===== src/rtl/instr_fetch_unit_pkg.sv =====
// Shared definitions for the instruction fetch stage: reset PC default,
// fetch FSM encoding, canonical NOP and a word-alignment helper.
package instr_fetch_unit_pkg;

    localparam logic [31:0] RESET_PC_DEFAULT = 32'h0000_0000;

    // state | meaning
    // RUN   | normal fetch, requests issued while credit remains
    // FLUSH | waiting for stale in-flight responses to retire, no requests
    localparam logic [0:0] ST_RUN   = 1'b0;
    localparam logic [0:0] ST_FLUSH = 1'b1;

    localparam logic [31:0] INSTR_NOP = 32'h0000_0013;

    function automatic logic [31:0] word_align(input logic [31:0] pc);
        return pc & ~32'h0000_0003;
    endfunction

endpackage


===== src/rtl/instr_fetch_unit_sync_fifo.sv =====
// Small synchronous FIFO with a synchronous clear; head is read combinationally.
// Clear has priority over a same-cycle push or pop.
module sync_fifo #(
    parameter int WIDTH = 32,
    parameter int DEPTH = 2
) (
    input  logic                       clk,
    input  logic                       rst_n,
    input  logic                       i_clr,
    input  logic                       i_push,
    input  logic [WIDTH-1:0]           i_data,
    input  logic                       i_pop,
    output logic [WIDTH-1:0]           o_head,
    output logic [$clog2(DEPTH+1)-1:0] o_count
);
    localparam int PW = $clog2(DEPTH);
    localparam int CW = $clog2(DEPTH + 1);

    logic [WIDTH-1:0] r_mem [DEPTH];
    logic [PW-1:0]    r_wr_ptr;
    logic [PW-1:0]    r_rd_ptr;
    logic [CW-1:0]    r_count;

    // Pointer and occupancy bookkeeping; pointers wrap naturally (DEPTH is a power of 2)
    always_ff @(posedge clk or negedge rst_n) begin
        if (!rst_n) begin
            r_wr_ptr <= '0;
            r_rd_ptr <= '0;
            r_count  <= '0;
        end else if (i_clr) begin
            r_wr_ptr <= '0;
            r_rd_ptr <= '0;
            r_count  <= '0;
        end else begin
            if (i_push) r_wr_ptr <= r_wr_ptr + PW'(1);
            if (i_pop)  r_rd_ptr <= r_rd_ptr + PW'(1);
            r_count <= r_count + CW'(i_push) - CW'(i_pop);
        end
    end

    // Storage; cleared on reset so the head reads as zero out of reset
    always_ff @(posedge clk or negedge rst_n) begin
        if (!rst_n) begin
            for (int i = 0; i < DEPTH; i++) r_mem[i] <= '0;
        end else if (i_push && !i_clr) begin
            r_mem[r_wr_ptr] <= i_data;
        end
    end

    assign o_head  = r_mem[r_rd_ptr];
    assign o_count = r_count;

endmodule


===== src/rtl/instr_fetch_unit.sv =====
// Fetch stage: owns the PC, issues word reads with a credit limit of
// FIFO_DEPTH (in-flight + buffered), buffers {pc, word} and discards
// responses that belong to requests issued before a redirect.
module instr_fetch_unit
    import instr_fetch_unit_pkg::*;
#(
    parameter logic [31:0] RESET_PC   = RESET_PC_DEFAULT,
    parameter int          FIFO_DEPTH = 2
) (
    input  logic        clk,
    input  logic        rst_n,
    output logic        imem_req_valid,
    input  logic        imem_req_ready,
    output logic [31:0] imem_req_addr,
    input  logic        imem_rsp_valid,
    input  logic [31:0] imem_rsp_data,
    input  logic        redirect_valid,
    input  logic [31:0] redirect_pc,
    output logic        instr_valid,
    input  logic        instr_ready,
    output logic [31:0] instr,
    output logic [31:0] instr_pc,
    output logic        misalign_err
);
    localparam int            CW      = $clog2(FIFO_DEPTH + 1);
    localparam logic [CW:0]   DEPTH_L = (CW+1)'(FIFO_DEPTH);

    logic [0:0]    r_state;
    logic [31:0]   r_fetch_pc;
    logic [CW-1:0] r_stale;
    logic          r_misalign;

    logic [CW-1:0] w_inflight;
    logic [CW-1:0] w_fifo_count;
    logic [CW-1:0] w_inflight_next;
    logic [CW:0]   w_outstanding;
    logic          w_accept;
    logic          w_pop;
    logic          w_rsp_keep;
    logic [31:0]   w_rsp_pc;
    logic [63:0]   w_head;

    // A same-cycle pop does not return credit; rst_n gating keeps the request low during reset
    assign w_outstanding   = {1'b0, w_inflight} + {1'b0, w_fifo_count};
    assign imem_req_valid  = rst_n && (r_state == ST_RUN) && (w_outstanding < DEPTH_L);
    assign imem_req_addr   = r_fetch_pc;
    assign w_accept        = imem_req_valid && imem_req_ready;
    assign w_inflight_next = w_inflight + CW'(w_accept) - CW'(imem_rsp_valid);
    assign w_rsp_keep      = imem_rsp_valid && (r_stale == '0);
    assign w_pop           = instr_valid && instr_ready && !redirect_valid;

    assign instr_valid  = (w_fifo_count != '0);
    assign instr_pc     = w_head[63:32];
    assign instr        = w_head[31:0];
    assign misalign_err = r_misalign;

    // PC register: redirect wins over sequential advance
    always_ff @(posedge clk or negedge rst_n) begin
        if (!rst_n) begin
            r_fetch_pc <= RESET_PC;
        end else if (redirect_valid) begin
            r_fetch_pc <= word_align(redirect_pc);
        end else if (w_accept) begin
            r_fetch_pc <= r_fetch_pc + 32'd4;
        end
    end

    // RUN/FLUSH control and stale-response accounting
    always_ff @(posedge clk or negedge rst_n) begin
        if (!rst_n) begin
            r_state <= ST_RUN;
            r_stale <= '0;
        end else if (redirect_valid) begin
            r_stale <= w_inflight_next;
            r_state <= (w_inflight_next != '0) ? ST_FLUSH : ST_RUN;
        end else if (imem_rsp_valid && (r_stale != '0)) begin
            r_stale <= r_stale - CW'(1);
            if (r_stale == CW'(1)) r_state <= ST_RUN;
        end
    end

    // One-cycle pulse for a redirect target that is not word aligned
    always_ff @(posedge clk or negedge rst_n) begin
        if (!rst_n) begin
            r_misalign <= 1'b0;
        end else begin
            r_misalign <= redirect_valid && (redirect_pc[1:0] != 2'b00);
        end
    end

    // PCs of accepted requests, retired in order as responses return (stale ones included)
    sync_fifo #(
        .WIDTH (32),
        .DEPTH (FIFO_DEPTH)
    ) u_pc_queue (
        .clk     (clk),
        .rst_n   (rst_n),
        .i_clr   (1'b0),
        .i_push  (w_accept),
        .i_data  (r_fetch_pc),
        .i_pop   (imem_rsp_valid),
        .o_head  (w_rsp_pc),
        .o_count (w_inflight)
    );

    // Delivered {pc, word} buffer, flushed on redirect
    sync_fifo #(
        .WIDTH (64),
        .DEPTH (FIFO_DEPTH)
    ) u_instr_fifo (
        .clk     (clk),
        .rst_n   (rst_n),
        .i_clr   (redirect_valid),
        .i_push  (w_rsp_keep),
        .i_data  ({w_rsp_pc, imem_rsp_data}),
        .i_pop   (w_pop),
        .o_head  (w_head),
        .o_count (w_fifo_count)
    );

endmodule

===== config.mk =====
export PLATFORM = sky130hd
export DESIGN_NAME = instr_fetch_unit
export DESIGN_NICKNAME = d
export VERILOG_FILES = /design/src/rtl/instr_fetch_unit_pkg.sv /design/src/rtl/instr_fetch_unit_sync_fifo.sv /design/src/rtl/instr_fetch_unit.sv
export SDC_FILE = /design/constraint.sdc
export NUM_CORES = 1
export LEC_CHECK = 0
export ABC_CLOCK_PERIOD_IN_PS = 4150
export BUFFER_PORTS_ARGS = -buffer_cell sky130_fd_sc_hd__buf_2
export CAP_MARGIN = 20
export CORE_AREA = 2 2 138 140
export CTS_CLUSTER_DIAMETER = 150
export DETAILED_ROUTE_END_ITERATION = 7
export DIE_AREA = 0 0 140 142
export PLACE_DENSITY = 0.89
export SYNTH_ARGS = -nofsm -noshare
export SYNTH_HDL_FRONTEND = slang
export SYNTH_SLANG_ARGS = --single-unit
export TNS_END_PERCENT = 10

===== constraint.sdc =====
create_clock -name clk -period 4.15 [get_ports clk]
set_clock_uncertainty 0.15 [all_clocks]
set_input_delay 0.83 -clock clk [delete_from_list [all_inputs] [get_ports clk]]
set_output_delay 0.83 -clock clk [all_outputs]
set_load 0.01 [all_outputs]

After elaboration in Yosys (flattened, before gate mapping)
Index checks and enable logic that the tools add are counted.
{"block": "totals", "wordCells": 86, "regBits": 236, "inputBits": 70, "output_inout_bits": 99}
{"block": "classes", "addsub": 11, "n_eq_ne": 1, "muxes": 25, "magnitude_cmp": 7, "bitwise": 5, "n_reduce_logical": 23}
{"operator": "two-way mux 64 bit", "count": 4}
{"operator": "two-way mux 32 bit", "count": 6}
{"operator": "bitwise mux 128 bit", "count": 1}
{"operator": "bitwise mux 64 bit", "count": 1}
{"operator": "demux 64 bit (select 1 bit)", "count": 1}
{"operator": "adder 32 x 3 -> 32 bit (second input constant)", "count": 1}
{"operator": "demux 32 bit (select 1 bit)", "count": 1}
{"operator": "nonzero test 2 bit", "count": 9}
{"operator": "logical AND 1 bit", "count": 11}
{"operator": ">= comparator 2 bit (second input constant)", "count": 4}
{"operator": "two-way mux 1 bit", "count": 8}
{"operator": "NOT 1 -> 2 bit", "count": 4}
{"operator": "two-way mux 2 bit", "count": 3}
{"operator": "adder 1 bit (second input constant)", "count": 4}
{"operator": "adder 2 x 1 -> 2 bit", "count": 2}
{"operator": "less-than comparator 2 x 1 -> 1 bit (second input constant)", "count": 2}
{"operator": "subtractor 2 x 1 -> 2 bit", "count": 2}
{"operator": "adder 2 x 2 -> 3 bit", "count": 1}
{"operator": "less-than comparator 3 x 2 -> 1 bit (second input constant)", "count": 1}
{"operator": "equality test 2 x 1 -> 1 bit (second input constant)", "count": 1}
{"operator": "zero test 2 bit", "count": 1}
{"operator": "AND reduction 2 bit", "count": 1}
{"operator": "subtractor 2 x 1 -> 2 bit (second input constant)", "count": 1}
{"operator": "zero test 1 bit", "count": 1}
{"operator": "NOT 1 bit", "count": 1}

Logic depth before layout (Yosys ltp)
{"block": "logic_depth", "word_depth": 9, "depth_mapped": 12, "depth_no_buf": 12}

Cells and area by module
Synthesis repeated with hierarchy kept, for this count alone.
{"block": "hier_totals", "cells_unflattened": 789, "hier_area_um2": 11148.2}
{"mod": "sync_fifo (u_instr_fifo)", "seq_area_each_um2": 3303.2, "n_inst": 1, "area_each_um2": 6048.3, "cells_each": 358}
{"mod": "sync_fifo (u_pc_queue)", "seq_area_each_um2": 1701.6, "n_inst": 1, "area_each_um2": 2999.1, "cells_each": 187}
{"mod": "instr_fetch_unit", "seq_area_each_um2": 850.8, "n_inst": 1, "area_each_um2": 2100.8, "cells_each": 244}

Worst setup path after synthesis
OpenSTA, ideal clock, no wires.
{"block": "synth_timing", "kind": "reg2reg", "from": "register u_pc_queue.r_count[0] (netlist: u_pc_queue.o_count[0])", "to": "register r_state", "setup_time_ns": 0.077, "t_arrival_ns": 2.651, "t_required_ns": 3.923, "path_buffers": 0, "stages_incl_launch_ff": 13, "period_less_slack_ns": 2.878, "slack_ns": 1.272, "path_cell_list": "dfrtp_1 -> and2_1 -> fa_1 -> or4b_4 -> clkinv_4 -> nand2_4 -> ha_1 -> inv_1 -> ha_1 -> xnor2_1 -> xnor2_1 -> nor2_1 -> a21oi_1"}
{"block": "synth_via", "elab_chain_cells": 9}
{"item": "start: declaration", "line": "instr_fetch_unit_sync_fifo.sv:22", "text": "logic [CW-1:0] r_count;"}
{"item": "start signal: assignment", "line": "instr_fetch_unit_sync_fifo.sv:37", "text": "r_count <= r_count + CW'(i_push) - CW'(i_pop);"}
{"item": "adder 2 x 2 -> 3 bit", "line": "instr_fetch_unit.sv:44", "text": "assign w_outstanding = {1'b0, w_inflight} + {1'b0, w_fifo_count};"}
{"item": "less-than comparator 3 x 2 -> 1 bit", "line": "instr_fetch_unit.sv:45", "text": "assign imem_req_valid = rst_n && (r_state == ST_RUN) && (w_outstanding < DEPTH_L);"}
{"item": "logical AND 1 bit", "line": "instr_fetch_unit.sv:45"}
{"item": "logical AND 1 bit", "line": "instr_fetch_unit.sv:47", "text": "assign w_accept = imem_req_valid && imem_req_ready;"}
{"item": "adder 2 x 1 -> 2 bit (*)", "line": "instr_fetch_unit.sv:48", "text": "assign w_inflight_next = w_inflight + CW'(w_accept) - CW'(imem_rsp_valid);"}
{"item": "subtractor 2 x 1 -> 2 bit (*)", "line": "instr_fetch_unit.sv:48"}
{"item": "via w_inflight_next[1]", "line": "instr_fetch_unit.sv:35", "text": "logic [CW-1:0] w_inflight_next;"}
{"item": "nonzero test 2 bit (*)", "line": "instr_fetch_unit.sv:75", "text": "r_state <= (w_inflight_next != '0) ? ST_FLUSH : ST_RUN;"}
{"item": "two-way mux 1 bit (*)", "line": "instr_fetch_unit.sv:75"}
{"item": "two-way mux 1 bit (*)", "line": "instr_fetch_unit.sv:73", "text": "end else if (redirect_valid) begin"}
{"item": "end signal: assignment", "line": "instr_fetch_unit.sv:75"}
{"item": "end: declaration", "line": "instr_fetch_unit.sv:28", "text": "logic [0:0] r_state;"}
The timed path passes the listed nets; every way through them passes the cells marked *.
A chain may end at the register's enable or synchronous reset.

Final worst setup path
{"block": "layout_timing", "from": "register u_instr_fifo.r_count[0] (netlist: u_instr_fifo.o_count[0])", "to": "output port imem_req_valid"}
{"block": "layout_via", "elab_chain_cells": 3}
{"item": "start: declaration", "line": "instr_fetch_unit_sync_fifo.sv:22"}
{"item": "start signal: assignment", "line": "instr_fetch_unit_sync_fifo.sv:37"}
{"item": "adder 2 x 2 -> 3 bit", "line": "instr_fetch_unit.sv:44"}
{"item": "less-than comparator 3 x 2 -> 1 bit", "line": "instr_fetch_unit.sv:45"}
{"item": "logical AND 1 bit", "line": "instr_fetch_unit.sv:45"}
{"item": "end: declaration", "line": "instr_fetch_unit.sv:12", "text": "output logic imem_req_valid,"}
No other way between the ends.

==> run metrics <==
post-CTS sizing 0; kind of critical path register to output pin; DIE WIDTH 140 um; Syn. warnings 0; Mapped Area 0.01033 sq mm; Layout fillers 1323; initial antenna violation count 0; share of layout cells above drive strength 1 40.52%; worst reg2reg path depth 7; DR WL/cell 19.31 um; routed vias 7259; post-synthesis register bit count 226; worst skew pair latency 0.51 ns; total grt overflow 0; total clock sinks 226; worst slew pin tran 1.085 ns; design area 0.01214 sq mm; DP Cell Count 1194; setup bufs post-CTS 0; Mapped Cells 842; total die area 0.01988 sq mm; Final nets 1065; Worst R2R Start u_instr_fifo.o_count[0]; WL final 23.87 mm; worst vdd ir 431.3 uV; drt pass-1 iters 8; clock root buffer clkbuf_16; DRC 17; hold buffers post-CTS 0; Post-DP HPWL 14.93 mm; initial core utilization 55.95%; gr usage total 24.32%; FF-to-FF End u_pc_queue.r_mem[46]; total core area 0.01846 sq mm; final worst path period share 81.34%; worst-path maximum fanout 13; DIE HEIGHT 142 um; total chip power 8.936 mW; max-slew violations 0; GP Congestion 0.8805; vias in the first global route 7516; clk slew on worst S/H paths 0.06 ns; Area after DPL 0.01129 sq mm; total CTS buffers 24; CP arrival 2.40 ns; violated checks design-rule violations; Area Overhead vs Synth 17.55%; H-tree depth 1; IO Pins 169; via/cell ratio 5.873; antenna-violating nets left 0; count of different cell masters after synthesis 46; crit start category register; largest net degree at the start of global routing 93; initial DRC count 416; Relative slew margins 27.70%; fmax 296.2 MHz; Hold WC Path Type input port to async pin; IO Port Bufs 164; commonest non-fill, non-tap cell in the layout dfrtp_1; Finished Layout Cells 1236; status finished, violations left; register area share after synthesis 54.77%; Clock Tree Buf Depth 3; reg2reg setup slack 0.93 ns; max-cap violations 0; final core occ 65.77%; RSZ-0062 raised after global routing no; Antenna Cells 0; worst path required time 3.17 ns; row cnt 50; Leak 5.767 nW; first-pass GRT wire length 38.77 mm; crit path capture type output pin; setup TNS 0 ns; min cycle time layout 3.376 ns; Hold Fails Final Rpt 0; final setup fails 0; PwrDens 736.2 mW/mm^2; Synth Area per Inst 12.26 sq um; CTS tree built; most frequent cells in the layout 224 x dfrtp_1, 163 x buf_2, 154 x mux2_2
==> flip-flops by register name, summed over array words and instances (netlist names) <==
register and cells:
u_instr_fifo.r_rd_ptr 1, u_instr_fifo.r_mem 124, misalign_err 1, r_stale 2
u_instr_fifo.o_count 2, imem_req_addr 30, u_pc_queue.o_count 2, u_instr_fifo.r_wr_ptr 1
r_state 1, u_pc_queue.r_wr_ptr 1, u_pc_queue.r_mem 60, u_pc_queue.r_rd_ptr 1
==> per-stage QoR <==
stage	worst slack (ns)	hold WS [ns]
3_3_place_gp	0.8773	0.3049
4_1_cts	0.7716	0.04088
3_5_place_dp	0.8290	0.3152
2_1_floorplan	1.272	0.2944
5_1_grt	0.7034	0.05519
6_report	0.7742	0.04532
==> worst max-delay path, cell delays in order, from the launching register on <==
cell      delay (ns)
dfrtp_1         0.39
and2_1          0.15
fa_1            0.43
or4b_4          0.60
clkinv_4        0.15
buf_2           0.16
==> cell usage after synthesis, drive strengths merged <==
library cell  count  share of area, %
ha                7              0.85
dfrtp           226                55
nor2             56               2.0
o41ai             2              0.17
a22o              1             0.085
clkinv            1             0.085
or3               5              0.30
inv               9              0.33
clkbuf           36               1.3
mux2i            32               3.1
xnor2             7              0.59
mux2            183                21
or4              13              0.95
nor2b             4              0.24
conb              1             0.036
o31ai            10              0.73
or4b              4              0.42
a21oi            34               1.6
xor2              9              0.76
fa                1              0.19
and3              7              0.42
nor4              1             0.061
nand2            62               2.3
and2              1             0.061
or2               2              0.12
a31oi            18               1.1
buf              21               1.3
a22oi             1             0.073
nand4            13              0.85
a211o             1             0.085
o21ai            53               2.6
nor3              3              0.15
and4              4              0.34
nand3            13              0.85
nand2b            1             0.061
==> kinds of logic after synthesis <==
kind of cell | share of synthesized area [%]
AOI/OAI and AO/OA | 6.446
xor gates and xnor gates | 1.357
adders and majority gates | 1.042
buffers and inverters | 3.053
DFF | 54.77
muxes | 24.11
other | 0.03632
and+or+nand+nor | 9.185
==> cell type report <==
cell class                 instances  area, sq um  share of cell area [%]
clock buffer                      33        705.7                   5.814
clock inverter                     8        123.9                   1.021
inverter                          10        42.54                  0.3505
multi-input combinational        552         4372                   36.02
sequential                       226         5658                   46.61
tap                              234        292.8                   2.412
timing repair buffer             173        943.4                   7.772
==> layer usage <==
layer,track usage (%),vias to the layer above,wire [um],part of all wire [%]
met5,0,-,0,0
met4,8.559,0,551,2.3
met3,3.970,48,1358,5.7
met2,40.89,247,11630,49
met1,32.48,3670,10330,43
li1,-,3294,-,-
==> power breakdown <==
part           total, mW  switching [mW]  internal (mW)
Sequential          3.72           0.629           3.09
Combinational       2.99            1.40           1.60
Clock               2.23           0.853           1.37
Total               8.94            2.88           6.06
==> worst max-delay path by stage <==
stage                                end  slack, ns                    start  cells past startpoint
detailed placement  u_pc_queue.r_mem[53]       0.83                    rst_n                      6
CTS                       imem_req_valid       0.77  u_instr_fifo.o_count[0]                      5
global route              imem_req_valid       0.70    u_pc_queue.o_count[0]                      5
global placement    u_pc_queue.r_mem[59]       0.88                    rst_n                      6
floorplan                        r_state       1.27    u_pc_queue.o_count[0]                     12
finish                    imem_req_valid       0.77  u_instr_fifo.o_count[0]                      5
(Power assumes the default switching activity.)
